==> config.mk <==
export PLATFORM = sky130hd
export DESIGN_NAME = uart_tx_arbiter
export DESIGN_NICKNAME = d
export VERILOG_FILES = /design/src/rtl/uart_tx_arbiter.sv
export SDC_FILE = /design/constraint.sdc
export NUM_CORES = 1
export LEC_CHECK = 0
export ABC_AREA = 1
export BUFFER_PORTS_ARGS = -buffer_cell sky130_fd_sc_hd__buf_2
export CAP_MARGIN = 20
export CELL_PAD_IN_SITES_DETAIL_PLACEMENT = 0
export CELL_PAD_IN_SITES_GLOBAL_PLACEMENT = 2
export CORE_MARGIN = 2
export CORE_UTILIZATION = 28
export CTS_CLUSTER_DIAMETER = 50
export DETAILED_ROUTE_END_ITERATION = 8
export PLACE_DENSITY_LB_ADDON = 0.25
export SLEW_MARGIN = 20
export SYNTH_ARGS = -nofsm -noshare
export SYNTH_HDL_FRONTEND = slang
export SYNTH_SLANG_ARGS = --single-unit
==> constraint.sdc <==
create_clock -name clk -period 1.9 [get_ports clk]
set_input_delay 0.095 -clock clk [delete_from_list [all_inputs] [get_ports clk]]
set_output_delay 0.095 -clock clk [all_outputs]
set_load 0.005 [all_outputs]
==> src/rtl/uart_tx_arbiter.sv <==
// Round-robin scheduler sharing one UART transmitter among N channels, paced by a frame timer.
// Optional per-grant header byte {4'hA, id} is enabled by defining UART_TXARB_HEADER_EN.
module uart_tx_arbiter #(
    parameter int CLOCK = 50000000,
    parameter int BAUD  = 9600,
    parameter int N     = 4,
    parameter int DATA  = 8,
    parameter int GAP   = 16
) (
    input  logic                   clk,
    input  logic                   rst,
    input  logic [N-1:0]           req,
    input  logic [N*DATA-1:0]      data,
    output logic [N-1:0]           ack,
    output logic                   uart_new_data,
    output logic [DATA-1:0]        uart_data,
    output logic                   busy,
    output logic [$clog2(N)-1:0]   grant_id
);
    localparam int FRAME = (CLOCK / BAUD) * (DATA + 2) + GAP;
    localparam int CW    = $clog2(FRAME + 1);
    localparam int GW    = $clog2(N);

`ifdef UART_TXARB_HEADER_EN
    typedef enum logic [2:0] {S_IDLE, S_HDR, S_HWAIT, S_SEND, S_DWAIT, S_ACK} state_t;
`else
    typedef enum logic [2:0] {S_IDLE, S_SEND, S_DWAIT, S_ACK} state_t;
`endif

    state_t          r_state;
    logic [CW-1:0]   r_cnt;
    logic [GW-1:0]   r_last;
    logic [GW-1:0]   r_grant;
    logic [N-1:0]    r_ack;
    logic            r_new_data;
    logic [DATA-1:0] r_uart_data;
    logic            w_found;
    logic [GW-1:0]   w_winner;
    logic [DATA-1:0] w_sel_data;

    // Search begins one past the last acknowledged channel, so it has lowest priority next.
    always_comb begin
        w_found  = 1'b0;
        w_winner = '0;
        for (int i = 1; i <= N; i++) begin
            if (!w_found && req[(int'(r_last) + i) % N]) begin
                w_found  = 1'b1;
                w_winner = GW'((int'(r_last) + i) % N);
            end
        end
    end

    assign w_sel_data = data[int'(w_winner)*DATA +: DATA];

`ifdef UART_TXARB_HEADER_EN
    logic [DATA-1:0] r_hold;
    logic [3:0]      w_hdr_id;
    assign w_hdr_id = 4'(w_winner);
`endif

    always_ff @(posedge clk) begin
        if (!rst) begin
            r_state     <= S_IDLE;
            r_cnt       <= '0;
            r_last      <= GW'(N - 1);
            r_grant     <= '0;
            r_ack       <= '0;
            r_new_data  <= 1'b0;
            r_uart_data <= '0;
`ifdef UART_TXARB_HEADER_EN
            r_hold      <= '0;
`endif
        end else begin
            r_new_data <= 1'b0;
            r_ack      <= '0;
            case (r_state)
                S_IDLE: begin
                    if (w_found) begin
                        r_grant    <= w_winner;
                        r_new_data <= 1'b1;
`ifdef UART_TXARB_HEADER_EN
                        r_hold      <= w_sel_data;
                        r_uart_data <= DATA'({4'hA, w_hdr_id});
                        r_state     <= S_HDR;
`else
                        r_uart_data <= w_sel_data;
                        r_state     <= S_SEND;
`endif
                    end
                end
`ifdef UART_TXARB_HEADER_EN
                S_HDR: begin
                    r_cnt   <= CW'(FRAME - 1);
                    r_state <= S_HWAIT;
                end
                S_HWAIT: begin
                    if (r_cnt == '0) begin
                        r_new_data  <= 1'b1;
                        r_uart_data <= r_hold;
                        r_state     <= S_SEND;
                    end else begin
                        r_cnt <= r_cnt - CW'(1);
                    end
                end
`endif
                S_SEND: begin
                    r_cnt   <= CW'(FRAME - 1);
                    r_state <= S_DWAIT;
                end
                S_DWAIT: begin
                    if (r_cnt == '0) begin
                        r_ack   <= N'(1) << r_grant;
                        r_state <= S_ACK;
                    end else begin
                        r_cnt <= r_cnt - CW'(1);
                    end
                end
                S_ACK: begin
                    r_last  <= r_grant;
                    r_state <= S_IDLE;
                end
                default: r_state <= S_IDLE;
            endcase
        end
    end

    assign ack           = r_ack;
    assign uart_new_data = r_new_data;
    assign uart_data     = r_uart_data;
    assign busy          = (r_state != S_IDLE);
    assign grant_id      = r_grant;

endmodule

==> results.md, run 1 <==
- IO buf count: between 50 and 60
- Final setup margin: about 0.12 ns
- P_leak: 1.71 nW
- Yosys Warn Count: 0
- Final total power: 4.98 mW
- Syn-to-layout area delta: 37.3%
- VDD IR max: around 0.44 mV
- Sequential share of power: between 20% and 30%
- FF+latch area: 703 µm²
- CTS sink cnt: 35
- HP Class: input pin to flip-flop
- Slew Viols, Final: 0
- # IOs: 54
- Clock network fraction of design power: about a tenth
- CP Data Arrival Time: 2.02 ns
- Root buf cell: clkbuf_8
- Hold path startpoint: rst
- CP max FO: 8
- Fmax: 560 MHz
- FF+latch count, synth: 35
- Final hold violation count: 0
- Crit path time final: around 1.8 ns
- Reg2Reg Setup Slack: roughly 0.12 ns
- Post-Syn Nets: about 420
- Setup violators final: 0
- Synth Instances: approximately 380
- Vias per cell: approximately 4.6
- Avg Cell Area, Syn: between 6 and 7 µm²
- P_int: 2.53 mW
- DRT met1 WL: roughly 3.3 mm
- DRT antenna net count: 0
- Worst Setup End Kind: flip-flop
- Yosys top cell by area: dfxtp_1
- Routed WL per cell: 12.5 µm
- Starting density of the core: 28.9%
- Area of the multi-input gates: roughly 1600 µm²
- CTS tree: done
- # rows: 33
- DIE WIDTH: a little under 100 µm
- Synth area leaders: dfxtp_1 (30%), nand2_1 (12%), nand3_1 (11%)
- Die H: 96.0 µm
- Core area: ~8200 µm²
- Worst skew pair latency: approximately 0.29 ns
- Routed WL: a little under 7 mm
- Cell variety after synth: 30
- GP Congestion: about 0.81
- DR iter-0 viols: 46
- Status: finished, final reports clean
- Wire length on met3: between 200 and 300 µm
- Maxcap violations: 0
- First-pass GRT wire length: around 11 mm
- Least-Margin Pin Slew: between 0.3 and 0.4 ns
- HPWL after detailed placement: between 5 and 6 mm
- Grt ovf: 0
- Synthesized area: between 2000 and 2500 µm²
- R2R Path Start: r_last[0]$_SDFFE_PN1N_
- Gate power share: 65.6%
- H-tree depth: 2
- Worst Clk Skew: roughly 0.0042 ns
- Layout cells sized above 1: between 30% and 40%
- Clock buffer depth: 2
- Critical Path RT: 2.14 ns
- Pin count of the biggest net entering global routing: 20
- Critical Path Source Type: flip-flop
- DP Worst Slack: 0.115 ns
- Routed via count: approximately 2,500
- Final cycle utilization of the critical path: ~94%
- Worst-path clk slew: about 0.070 ns
- DR top layer: met4
- Sw frac: around half
- Register area share after synthesis: 29.6%
- Total Nets Final: approximately 490
- Layout filler cell count: around 930
- Die ar.: 9220 µm²
- Synth top area share: around 30%
- Antenna diodes: 0
- Total GRT Usage: 15.2%
- Met2 WL post-DR: roughly 3.2 mm
- Slew margin rel.: about three quarters
- Initial antenna violation count: 0
- TritonRoute pass-1 iters: 4
- Setup crit start: r_last[0]$_SDFFE_PN1N_
- Switching power: about 2.5 mW
- DRC: 0
- Number of buffers created by CTS: 5
- Setup CP Type: flip-flop to flip-flop
- Pwr Density: 1530 nW/µm²
- Vias in the first global route: around 2,400
[power groups by stage]
stage                     registers, mW  clock network (mW)  logic [mW]
final                              1.18               0.530        3.26
after global routing               1.22               0.585        3.73
after CTS                          1.18               0.558        2.71
after detailed placement           1.20                   0        2.69
after global placement             1.19                   0        2.71
after floorplan                    1.15                   0        2.02
[synth_stat cells]
cell,number
a21oi_1,21
a21oi_2,1
a311oi_1,1
a31oi_1,2
buf_2,2
buf_4,2
buf_6,2
clkbuf_1,4
clkinv_1,1
dfxtp_1,35
ha_1,6
inv_1,60
inv_2,5
inv_8,1
nand2_1,75
nand2_2,14
nand2_4,4
nand3_1,52
nand3_4,2
nand4_1,4
nor2_1,43
nor2_2,1
nor2_4,1
nor3_1,6
nor3_2,1
o21a_1,1
o21ai_0,17
o21ai_1,1
xnor2_1,2
xor2_1,8
[area by class of cell]
type | count | share of cell area (%)
clock buffers | 7 | 2.35
clock inverters | 1 | 0.154
inverters | 67 | 8.34
multi-input cells | 264 | 48.8
flip-flops and latches | 35 | 21.6
well taps | 105 | 4.04
repair buffers | 74 | 14.8
[metrics by stage]
step | instance area, µm² | cells | hold slack [ns] | setup TNS (ns) | util [%]
3_5_place_dp | 2800 | 534 | 0.385 | 0 | 34.1
2_1_floorplan | 2370 | 375 | 0.193 | 0 | -
4_1_cts | 2880 | 542 | 0.0800 | 0 | 35.1
3_3_place_gp | 2800 | 534 | 0.383 | 0 | 34.1
5_1_grt | 3250 | 553 | 0.105 | -0.0560 | 39.6
6_report | 3250 | 553 | 0.0983 | 0 | 39.6
[sequential cells by signal, summed over array words and instances, names as in the netlist]
| signal | count |
|---|---|
| uart_data | 8 |
| r_state | 2 |
| grant_id | 2 |
| uart_new_data | 1 |
| r_last | 2 |
| ack | 4 |
| r_cnt | 16 |
[path summary, 6_finish.rpt]
kind	to	depth (start not counted)
max	uart_data[6]$_SDFFE_PN0P_	13
min	uart_new_data$_SDFF_PN0_	3
max reg2reg	uart_data[6]$_SDFFE_PN0P_	13
min reg2reg	ack[2]$_SDFF_PN0_	1
[critical path, cell delays in order, from the launching register on]
cell and delay [ns]:
dfxtp_2 0.34, buf_12 0.12, buf_6 0.12, nand2_1 0.06, nand3_1 0.12, nand2_2 0.11
nor2_4 0.11, nand3_4 0.18, clkbuf_16 0.22, nand3_1 0.07, nand3_1 0.08, nand3_1 0.10
nand2_1 0.05, inv_1 0.04
[cells in the final DEF, fill, tap and decap left out, types with 15 or more instances in the layout]
cell type	n
nand2_1	59
inv_1	60
nand2_2	19
dfxtp_1	33
nand3_1	37
nor2_1	40
buf_2	53
a21oi_1	21
buf_4	15
o21ai_0	17
[kinds of logic after synthesis]
| kind of cell | share of synthesized area [%] |
|---|---|
| AO/OA/AOI/OAI | 9.82 |
| XOR/XNOR | 3.69 |
| adder cells (fa/ha/maj) | 3.17 |
| buffers and inverters | 13.6 |
| flip-flops | 29.6 |
| AND/OR/NAND/NOR | 40.2 |
[what timing repair did]
item,CTS,global route
gates resized for setup,0,71
endpoints found under the setup margin,0,9
buffers inserted,0,9
hold buffers,0,0
[routing by layer]
layer	global-route usage [%]	up-vias
met4	4.52	0
met3	3.29	12
li1	-	1329
met1	20.3	1144
met5	0	-
met2	24.4	58
No activity file was read; power rests on OpenSTA's default activity.
==> run 2, diff against run 1 <==
==> constraint.sdc (replaced) <==
create_clock -name clk -period 1.9 [get_ports clk]
set_input_delay 0.38 -clock clk [delete_from_list [all_inputs] [get_ports clk]]
set_output_delay 0.38 -clock clk [all_outputs]
set_load 0.005 [all_outputs]
==> results.md, run 2 (synthesis gave the netlist of run 1 again) <==
- Syn-to-layout area delta: 25.5%
- Total Nets Final: ~480
- H-tree depth: 2
- DIE WIDTH: 96.0 µm
- Die H: roughly 96 µm
- Clock buffer depth: 2
- GP Congestion: 0.794
- Setup CP Type: flip-flop to flip-flop
- Core area: 8220 µm²
- Total GRT Usage: approximately 14%
- IO buf count: 53
- Biggest register: r_cnt
- CP peak stage delay: between 0.3 and 0.4 ns
- FF-to-FF path depth: 15
- CTS tree: done
- Reg2Reg Setup Slack: ~0.10 ns
- Number of flip-flops in the largest register: 16
- Area of the multi-input gates: between 1000 and 1500 µm²
- VDD IR max: 0.454 mV
- Worst path cell trace: buf_12 > inv_8 > nand2_1 > nand2_2 > nand2_1 > nand2_2 > nand2_2 > nand2_2 > nand2_2 > nand2_8 > nand3_1 > nand3_1 > nand3_1 > nand2_1 > inv_1
- Critical Path RT: between 2 and 2.5 ns
- Non-filler cells, final: approximately 550
- Dpl cells: about 540
- Slew Viols, Final: 0
- Vias per cell: between 4 and 5
- Routed via count: approximately 2,400
- Pin count of the biggest net entering global routing: 20
- Die ar.: 9220 µm²
- Status: finished, final reports clean
- Endpoint, Worst Hold: uart_new_data$_SDFF_PN0_
- CP Data Arrival Time: 1.99 ns
- CP max FO: 17
- Worst Clk Skew: approximately 0.0042 ns
- Slew margin rel.: between 80 and 90%
- Commonest non-fill, non-tap cells in the layout: nand2_1 (73), inv_1 (60), buf_2 (53)
- Antenna diodes: 0
- TritonRoute pass-1 iters: 4
- # IOs: 54
- Fmax: between 500 and 600 MHz
- Hold path startpoint: rst
- Least-Margin Pin Slew: about 0.28 ns
- Final hold violation count: 0
- DRC: 0
- Number of buffers created by CTS: 5
- DR iter-0 viols: between 90 and 100
- Final total power: approximately 4.5 mW
- Setup crit start: r_last[0]$_SDFFE_PN1N_
- Setup violators final: 0
- Routed WL: 6.47 mm
- Critical Path Source Type: flip-flop
- P_leak: 1.59 nW
- Final cycle utilization of the critical path: between 90% and 100%
- CP most frequent cell: nand2_2
- CTS sink cnt: 35
- FF-to-FF End: uart_data[1]$_SDFFE_PN0P_
- Worst skew pair latency: between 0.2 and 0.3 ns
- HP Class: input pin to flip-flop
- # rows: 33
- Layout filler cell count: just over 900
- Final core occ: 36.2%
- Vias in the first global route: approximately 2,300
- First-pass GRT wire length: between 10 and 15 mm
- Worst-path clk slew: approximately 0.070 ns
- Worst Setup End Kind: flip-flop
- R2R Path Start: r_last[0]$_SDFFE_PN1N_
- Layout cells sized above 1: approximately 25%
- Pwr Density: 1520 nW/µm²
- Initial antenna violation count: 0
- RSZ-0062 raised after global routing: true
- Crit path time final: between 1.5 and 2 ns
- Starting density of the core: around 29%
- HPWL after detailed placement: 4.98 mm
- CP max-delay cell: dfxtp_1
- DRT antenna net count: 0
- Root buf cell: clkbuf_8
- FF+latch area: 702 µm²
- Routed WL per cell: between 10 and 15 µm
- Most common cell after layout, fill and taps aside: nand2_1
- Cts hold-fix bufs: 0
- Maxcap violations: 0
- Hold Crit Depth: 3
- Grt ovf: 0
[run 2: changes by cell type in the layout (fill, tap and decap cells not counted), sizes merged]
cell	delta
buf	-6
clkbuf	-1
clkinv	-1
inv	+1
[run 2: layout make-up]
cell class / count / share of cell area, %
inverters: 67 / 8.79
multi-input cells: 264 / 47.5
repair buffers: 67 / 13.0
flip-flops and latches: 35 / 23.6
clock inverters: 1 / 0.168
well taps: 105 / 4.42
clock buffers: 7 / 2.57
[run 2: metal layers]
metal / global-route usage [%] / wire (µm)
met5: 0 / 0
met4: 4.40 / 95
met3: 3.05 / 278
met2: 21.5 / 2840
met1: 20.6 / 3260
[run 2: what timing repair did]
action / 4_1_cts / 5_1_grt
endpoints found under the setup margin: 0 / 9
setup buffers: 0 / 1
resized for setup: 0 / 14
[run 2: report_power, final]
part	switching, mW	internal (mW)
Sequential	0.202	0.979
Clock	0.271	0.257
Combinational	1.75	1.08
[run 2: worst max path at each step]
| stage | endpoint | slack, ns | cells past startpoint |
|---|---|---|---|
| 2_1_floorplan | uart_data[7]$_SDFFE_PN0P_ | 0.29 | 15 |
| 3_3_place_gp | uart_data[1]$_SDFFE_PN0P_ | 0.09 | 12 |
| 3_5_place_dp | uart_data[1]$_SDFFE_PN0P_ | 0.10 | 12 |
| 4_1_cts | uart_data[1]$_SDFFE_PN0P_ | 0.10 | 11 |
| 5_1_grt | uart_data[4]$_SDFFE_PN0P_ | -0.05 | 14 |
| 6_report | uart_data[1]$_SDFFE_PN0P_ | 0.10 | 15 |
[run 2: per-stage QoR]
step	hold slack (ns)	setup TNS, ns	worst slack, ns	cell area (µm²)
after global routing	0.395	-0.154	-0.0473	2980
after floorplan	0.451	0	0.294	2370
after detailed placement	0.482	0	0.101	2820
after global placement	0.474	0	0.0899	2820
final	0.404	0	0.101	2980
after CTS	0.408	0	0.100	2900
[run 2: critical path, delay by kind of cell, from the launching register on]
kind	cells	cell delay (ns)
buffers and inverters	3	0.26
flip-flops	1	0.33
AND/OR/NAND/NOR	12	1.09
